[config.mk]
export PLATFORM = sky130hd
export DESIGN_NAME = control_sequencer
export DESIGN_NICKNAME = d
export VERILOG_FILES = /design/src/rtl/proc_pkg.sv /design/src/rtl/exec_decoder.sv /design/src/rtl/control_sequencer.sv
export SDC_FILE = /design/constraint.sdc
export NUM_CORES = 1
export LEC_CHECK = 0
export ABC_CLOCK_PERIOD_IN_PS = 1700
export CAP_MARGIN = 20
export CORE_AREA = 5 5 42 44
export CTS_CLUSTER_SIZE = 40
export DETAILED_ROUTE_END_ITERATION = 8
export DIE_AREA = 0 0 47 49
export PLACE_DENSITY = 0.7
export RECOVER_POWER = 50
export SLEW_MARGIN = 40
export SYNTH_ARGS = -nofsm -noshare
export SYNTH_HDL_FRONTEND = slang
export SYNTH_SLANG_ARGS = --single-unit
[constraint.sdc]
create_clock -name clk -period 1.7 [get_ports clk]
set_input_delay 0.425 -clock clk [delete_from_list [all_inputs] [get_ports clk]]
set_output_delay 0.425 -clock clk [all_outputs]
set_load 0.1 [all_outputs]
[src/rtl/proc_pkg.sv]
// Shared definitions for the 8-bit accumulator processor:
// opcodes, ALU operation codes and the sequencer state encoding.
package proc_pkg;

    localparam logic [3:0] OP_NOP = 4'h0;
    localparam logic [3:0] OP_LDI = 4'h1;
    localparam logic [3:0] OP_LDR = 4'h2;
    localparam logic [3:0] OP_STR = 4'h3;
    localparam logic [3:0] OP_ADD = 4'h4;
    localparam logic [3:0] OP_SUB = 4'h5;
    localparam logic [3:0] OP_AND = 4'h6;
    localparam logic [3:0] OP_OR  = 4'h7;
    localparam logic [3:0] OP_XOR = 4'h8;
    localparam logic [3:0] OP_NOT = 4'h9;
    localparam logic [3:0] OP_SHL = 4'hA;
    localparam logic [3:0] OP_SHR = 4'hB;
    localparam logic [3:0] OP_JMP = 4'hC;
    localparam logic [3:0] OP_JZ  = 4'hD;
    localparam logic [3:0] OP_JC  = 4'hE;
    localparam logic [3:0] OP_HLT = 4'hF;

    localparam logic [3:0] ALU_ADD = 4'd0;
    localparam logic [3:0] ALU_SUB = 4'd1;
    localparam logic [3:0] ALU_AND = 4'd2;
    localparam logic [3:0] ALU_OR  = 4'd3;
    localparam logic [3:0] ALU_XOR = 4'd4;
    localparam logic [3:0] ALU_NOT = 4'd5;
    localparam logic [3:0] ALU_SHL = 4'd6;
    localparam logic [3:0] ALU_SHR = 4'd7;

    typedef enum logic [2:0] {
        ST_IDLE   = 3'b000,
        ST_FETCH  = 3'b001,
        ST_DECODE = 3'b010,
        ST_EXEC   = 3'b011,
        ST_HALT   = 3'b100
    } state_t;

    // True for the opcodes that drive the ALU and update the flags.
    function automatic logic is_alu_op(input logic [3:0] op);
        return (op >= OP_ADD) && (op <= OP_SHR);
    endfunction

endpackage

[src/rtl/exec_decoder.sv]
// Combinational opcode-to-strobe decode used during EXEC.
// Conditional jumps are resolved here against the latched flags.
module exec_decoder
    import proc_pkg::*;
(
    input  logic [3:0] i_opcode,
    input  logic       i_flag_z,
    input  logic       i_flag_c,
    output logic       o_load_pc,
    output logic       o_sel_pc,
    output logic       o_load_acc,
    output logic       o_sel_acc,
    output logic       o_sel_alu,
    output logic       o_load_reg,
    output logic [3:0] o_alu_ctrl,
    output logic       o_is_alu,
    output logic       o_is_hlt
);

    // Decode the EXEC strobes; anything not named for an opcode stays 0.
    always_comb begin
        o_load_pc  = 1'b0;
        o_sel_pc   = 1'b0;
        o_load_acc = 1'b0;
        o_sel_acc  = 1'b0;
        o_sel_alu  = 1'b0;
        o_load_reg = 1'b0;
        o_alu_ctrl = ALU_ADD;
        o_is_alu   = is_alu_op(i_opcode);
        o_is_hlt   = (i_opcode == OP_HLT);
        case (i_opcode)
            OP_LDI: begin
                o_load_acc = 1'b1;
                o_sel_acc  = 1'b1;
            end
            OP_LDR: o_load_acc = 1'b1;
            OP_STR: o_load_reg = 1'b1;
            OP_ADD, OP_SUB, OP_AND, OP_OR,
            OP_XOR, OP_NOT, OP_SHL, OP_SHR: begin
                o_load_acc = 1'b1;
                o_sel_alu  = 1'b1;
            end
            OP_JMP: o_load_pc = 1'b1;
            OP_JZ: begin
                o_load_pc = i_flag_z;
                o_sel_pc  = i_flag_z;
            end
            OP_JC: begin
                o_load_pc = i_flag_c;
                o_sel_pc  = i_flag_c;
            end
            default: ;
        endcase
        case (i_opcode)
            OP_SUB:  o_alu_ctrl = ALU_SUB;
            OP_AND:  o_alu_ctrl = ALU_AND;
            OP_OR:   o_alu_ctrl = ALU_OR;
            OP_XOR:  o_alu_ctrl = ALU_XOR;
            OP_NOT:  o_alu_ctrl = ALU_NOT;
            OP_SHL:  o_alu_ctrl = ALU_SHL;
            OP_SHR:  o_alu_ctrl = ALU_SHR;
            default: o_alu_ctrl = ALU_ADD;
        endcase
    end

endmodule

[src/rtl/control_sequencer.sv]
// Multi-cycle FETCH/DECODE/EXEC sequencer for the accumulator processor.
//   state  | meaning
//   IDLE   | waiting for start
//   FETCH  | load IR from instruction memory, PC+1
//   DECODE | opcode settles in IR, no strobes
//   EXEC   | opcode-specific strobes, flags captured on ALU ops
//   HALT   | stopped until reset
module control_sequencer
    import proc_pkg::*;
(
    input  logic       clk,
    input  logic       CLB,
    input  logic       start,
    input  logic [3:0] opcode,
    input  logic       z,
    input  logic       c,
    output logic       LoadIR,
    output logic       IncPC,
    output logic       LoadPC,
    output logic       SelPC,
    output logic       LoadAcc,
    output logic       SelAcc,
    output logic       SelALU,
    output logic       LoadReg,
    output logic [3:0] ALUCtrl,
    output logic [2:0] cycle_status,
    output logic       halted
);

    state_t     r_state;
    state_t     w_state_nxt;
    logic       r_flag_z;
    logic       r_flag_c;

    logic       w_load_pc;
    logic       w_sel_pc;
    logic       w_load_acc;
    logic       w_sel_acc;
    logic       w_sel_alu;
    logic       w_load_reg;
    logic [3:0] w_alu_ctrl;
    logic       w_is_alu;
    logic       w_is_hlt;

    exec_decoder u_exec_decoder (
        .i_opcode   (opcode),
        .i_flag_z   (r_flag_z),
        .i_flag_c   (r_flag_c),
        .o_load_pc  (w_load_pc),
        .o_sel_pc   (w_sel_pc),
        .o_load_acc (w_load_acc),
        .o_sel_acc  (w_sel_acc),
        .o_sel_alu  (w_sel_alu),
        .o_load_reg (w_load_reg),
        .o_alu_ctrl (w_alu_ctrl),
        .o_is_alu   (w_is_alu),
        .o_is_hlt   (w_is_hlt)
    );

    // State register.
    always_ff @(posedge clk or negedge CLB) begin
        if (!CLB) r_state <= ST_IDLE;
        else      r_state <= w_state_nxt;
    end

    // Z/C flags: only the edge that ends an ALU-op EXEC updates them.
    always_ff @(posedge clk or negedge CLB) begin
        if (!CLB) begin
            r_flag_z <= 1'b0;
            r_flag_c <= 1'b0;
        end else if (r_state == ST_EXEC && w_is_alu) begin
            r_flag_z <= z;
            r_flag_c <= c;
        end
    end

    // Next-state and output decode from the registered state only.
    always_comb begin
        w_state_nxt  = r_state;
        LoadIR       = 1'b0;
        IncPC        = 1'b0;
        LoadPC       = 1'b0;
        SelPC        = 1'b0;
        LoadAcc      = 1'b0;
        SelAcc       = 1'b0;
        SelALU       = 1'b0;
        LoadReg      = 1'b0;
        ALUCtrl      = 4'b0000;
        cycle_status = r_state;
        halted       = 1'b0;
        case (r_state)
            ST_IDLE: if (start) w_state_nxt = ST_FETCH;
            ST_FETCH: begin
                LoadIR      = 1'b1;
                IncPC       = 1'b1;
                w_state_nxt = ST_DECODE;
            end
            ST_DECODE: w_state_nxt = ST_EXEC;
            ST_EXEC: begin
                LoadPC      = w_load_pc;
                SelPC       = w_sel_pc;
                LoadAcc     = w_load_acc;
                SelAcc      = w_sel_acc;
                SelALU      = w_sel_alu;
                LoadReg     = w_load_reg;
                ALUCtrl     = w_is_alu ? w_alu_ctrl : 4'b0000;
                w_state_nxt = w_is_hlt ? ST_HALT : ST_FETCH;
            end
            ST_HALT: halted = 1'b1;
            default: w_state_nxt = ST_IDLE;
        endcase
    end

endmodule

==> results.toml <==
[yosys]
synth.largest_area_cell = "dfrtp_1"
synth_edf_count = 0
synth.distinct_cells = 21
ys_ff_latch = 5
synth_warnings = 0
yosys_most_used_dff = "dfrtp_1"
synth.net_count = 64
syn_area_um2 = 443
synth_commonest_cells = "5 x dfrtp_1, 5 x ha_1"
async_reset_ff_share_pct = 100
synth_cells = 50
synth_seq_area_share_pct = 28.2
synth_area_leaders = "dfrtp_1 28%, ha_1 14%, mux2_4 6.8%, nor3b_1 6.8%, a21oi_1 4.5%"
synth_top_area_share_pct = 28.2
synth_area_per_cell_um2 = 8.86

[job]
cap_violations = 0

[global_routing]
grt_antenna_before_repair = 0
grt_max_degree = 10
grt_usage_pct = 14.0
overflow = 0
grt_pass1_wl_mm = 2.37
grt_pass1_vias = 539

[cts]
clk_latency_ps = 240
htree_levels = 1
cts_buffer_depth = 2
cts_tree = "done"
numClockSinks = 5
ctsHoldBuffers = 0
clkSlewWorstSetupHoldPaths_ps = 40
numCtsBuffers = 3
cts_root_buffer = "clkbuf_4"

[pwr]
p_leak_nw = 0.507
powerDensity_nw_per_um2 = 1780
ir_drop_mv = 1.17
power_mw = 1.98

[floorplanning]
core_um2 = 1400
die_height_um = 49
num_io_pins = 25
die_w_um = 47
die_area_um2 = 2300
start_util_pct = 31.6
rows = 14

[outcome]
status = "complete, but fails checks"
violations = "setup timing"

[critical_path]
required_ps = 1270
cp-end-kind = "output port"
cp.arrival_ps = 1570
crit_fanout = 4
r2r_slack_ps = 120
start_kind = "flop"
critical_path_class = "reg2out"

[routing]
drc = 0
num_vias = 481
first_pass_iters = 4
drt-vias-per-instance = 4.54
post_drt_wl_per_cell_um = 13.2
wirelength_mm = 1.40
postRouteAntennaNets = 0
drtIter0Drc = 3

[timing]
setup-tns-final_ps = -2540
timing.fmax_mhz = 502
setup_ws_ps = -292
period_share_pct = 117
skew_ps = 0.0698
min_period_ps = 1990
slew_viol_final = 0
rsz0062_at_grt = "yes"
hold_viol_final = 0
setup_viol = 12

[placement]
port_buffers = 23
hpwl_mm = 1.10
gp_congestion = 0.725
dp_cells = 95

[final_layout]
stdcell_count = 106
antenna_cells = 0
nNetsFinal = 105
syn2layout_area_growth_pct = 151
final_core_util_pct = 79.3
final_layout_size_suffix_gt1_share_pct = 63.3

[min_path]
hold_path.class = "in2async"
==> cell type report <==
| cell class | count | area (um2) |
|---|---|---|
| multi-input cells | 37 | 380 |
| well taps | 16 | 20.0 |
| fillers | 94 | 290 |
| clock buffers | 4 | 26.3 |
| repair buffers | 40 | 531 |
| flip-flops and latches | 5 | 136 |
| inverters | 4 | 17.5 |
==> kinds of logic after synthesis <==
group	Yosys count	synth area share [%]
compound gates	9	11.9
xor+xnor	2	3.96
fa+ha+maj	5	14.1
buf+inv	8	8.47
flops	5	28.2
mux	2	6.78
other cells	1	0.847
simple gates	18	25.7
==> critical path, cell delays in order (launching register included) <==
cell,delay [ps]
dfrtp_4,460
and3b_4,350
nand2_4,90
nor3b_4,220
buf_12,200
==> worst paths after layout <==
check,startpoint,end,cells after the start
worst min register to register,r_flag_z,r_flag_z,1
worst min-delay path,CLB,cycle_status[0],1
max in group asynchronous,CLB,cycle_status[2],1
worst max-delay path,cycle_status[2],ALUCtrl[0],4
worst max register to register,cycle_status[2],r_flag_c,5
min in group clk,r_flag_z,r_flag_z,1
==> power breakdown <==
group / internal (mW) / switching, mW
clock: 0.0887 / 0.0481
combinational: 0.669 / 0.942
sequential: 0.188 / 0.0432
==> stage by stage <==
stage	hold WS, ps	worst slack [ps]	cell area (um2)
final	486	-292	1110
after global routing	498	-371	1110
after CTS	405	-317	1100
after detailed placement	523	-550	996
after global placement	535	-509	996
after floorplan	129	-682	534
==> cell usage in the layout (no fill, tap or decap), drive strengths merged <==
master and count:
buf 32, ha 5, nand2 5, dfrtp 5, nor3b 4, dlygate4sd2 4, clkbuf 4, inv 4
a21oi 4, clkdlybuf4s50 3, nor2 3, xnor2 2, nand3b 2, o21bai 2, mux2 2, o21ai 2
and3b 1, and2 1, nand2b 1, a21o 1, nand3 1, conb 1, dlygate4sd3 1
==> timing repair <==
item / 4_1_cts / 5_1_grt
gates resized for setup: 15 / 2
buffers inserted: 7 / 2
hold endpoints to repair: 0 / 0
pin swaps: 6 / 5
gates cloned: 0 / 0
endpoints found under the setup margin: 14 / 12
==> layer usage <==
| layer | GRT usage (%) | share of wire (%) | vias up |
|---|---|---|---|
| met2 | 25.3 | 56 | 14 |
| met1 | 14.2 | 39 | 224 |
| met5 | 0 | 0 | - |
| li1 | - | - | 243 |
| met3 | 3.69 | 4.8 | 0 |
| met4 | 5.53 | 0 | 0 |
==> sequential cells by signal, summed over array words and instances (netlist names) <==
| name | cells |
|---|---|
| cycle_status | 3 |
| r_flag_c | 1 |
| r_flag_z | 1 |
(Power assumes the default switching activity.)
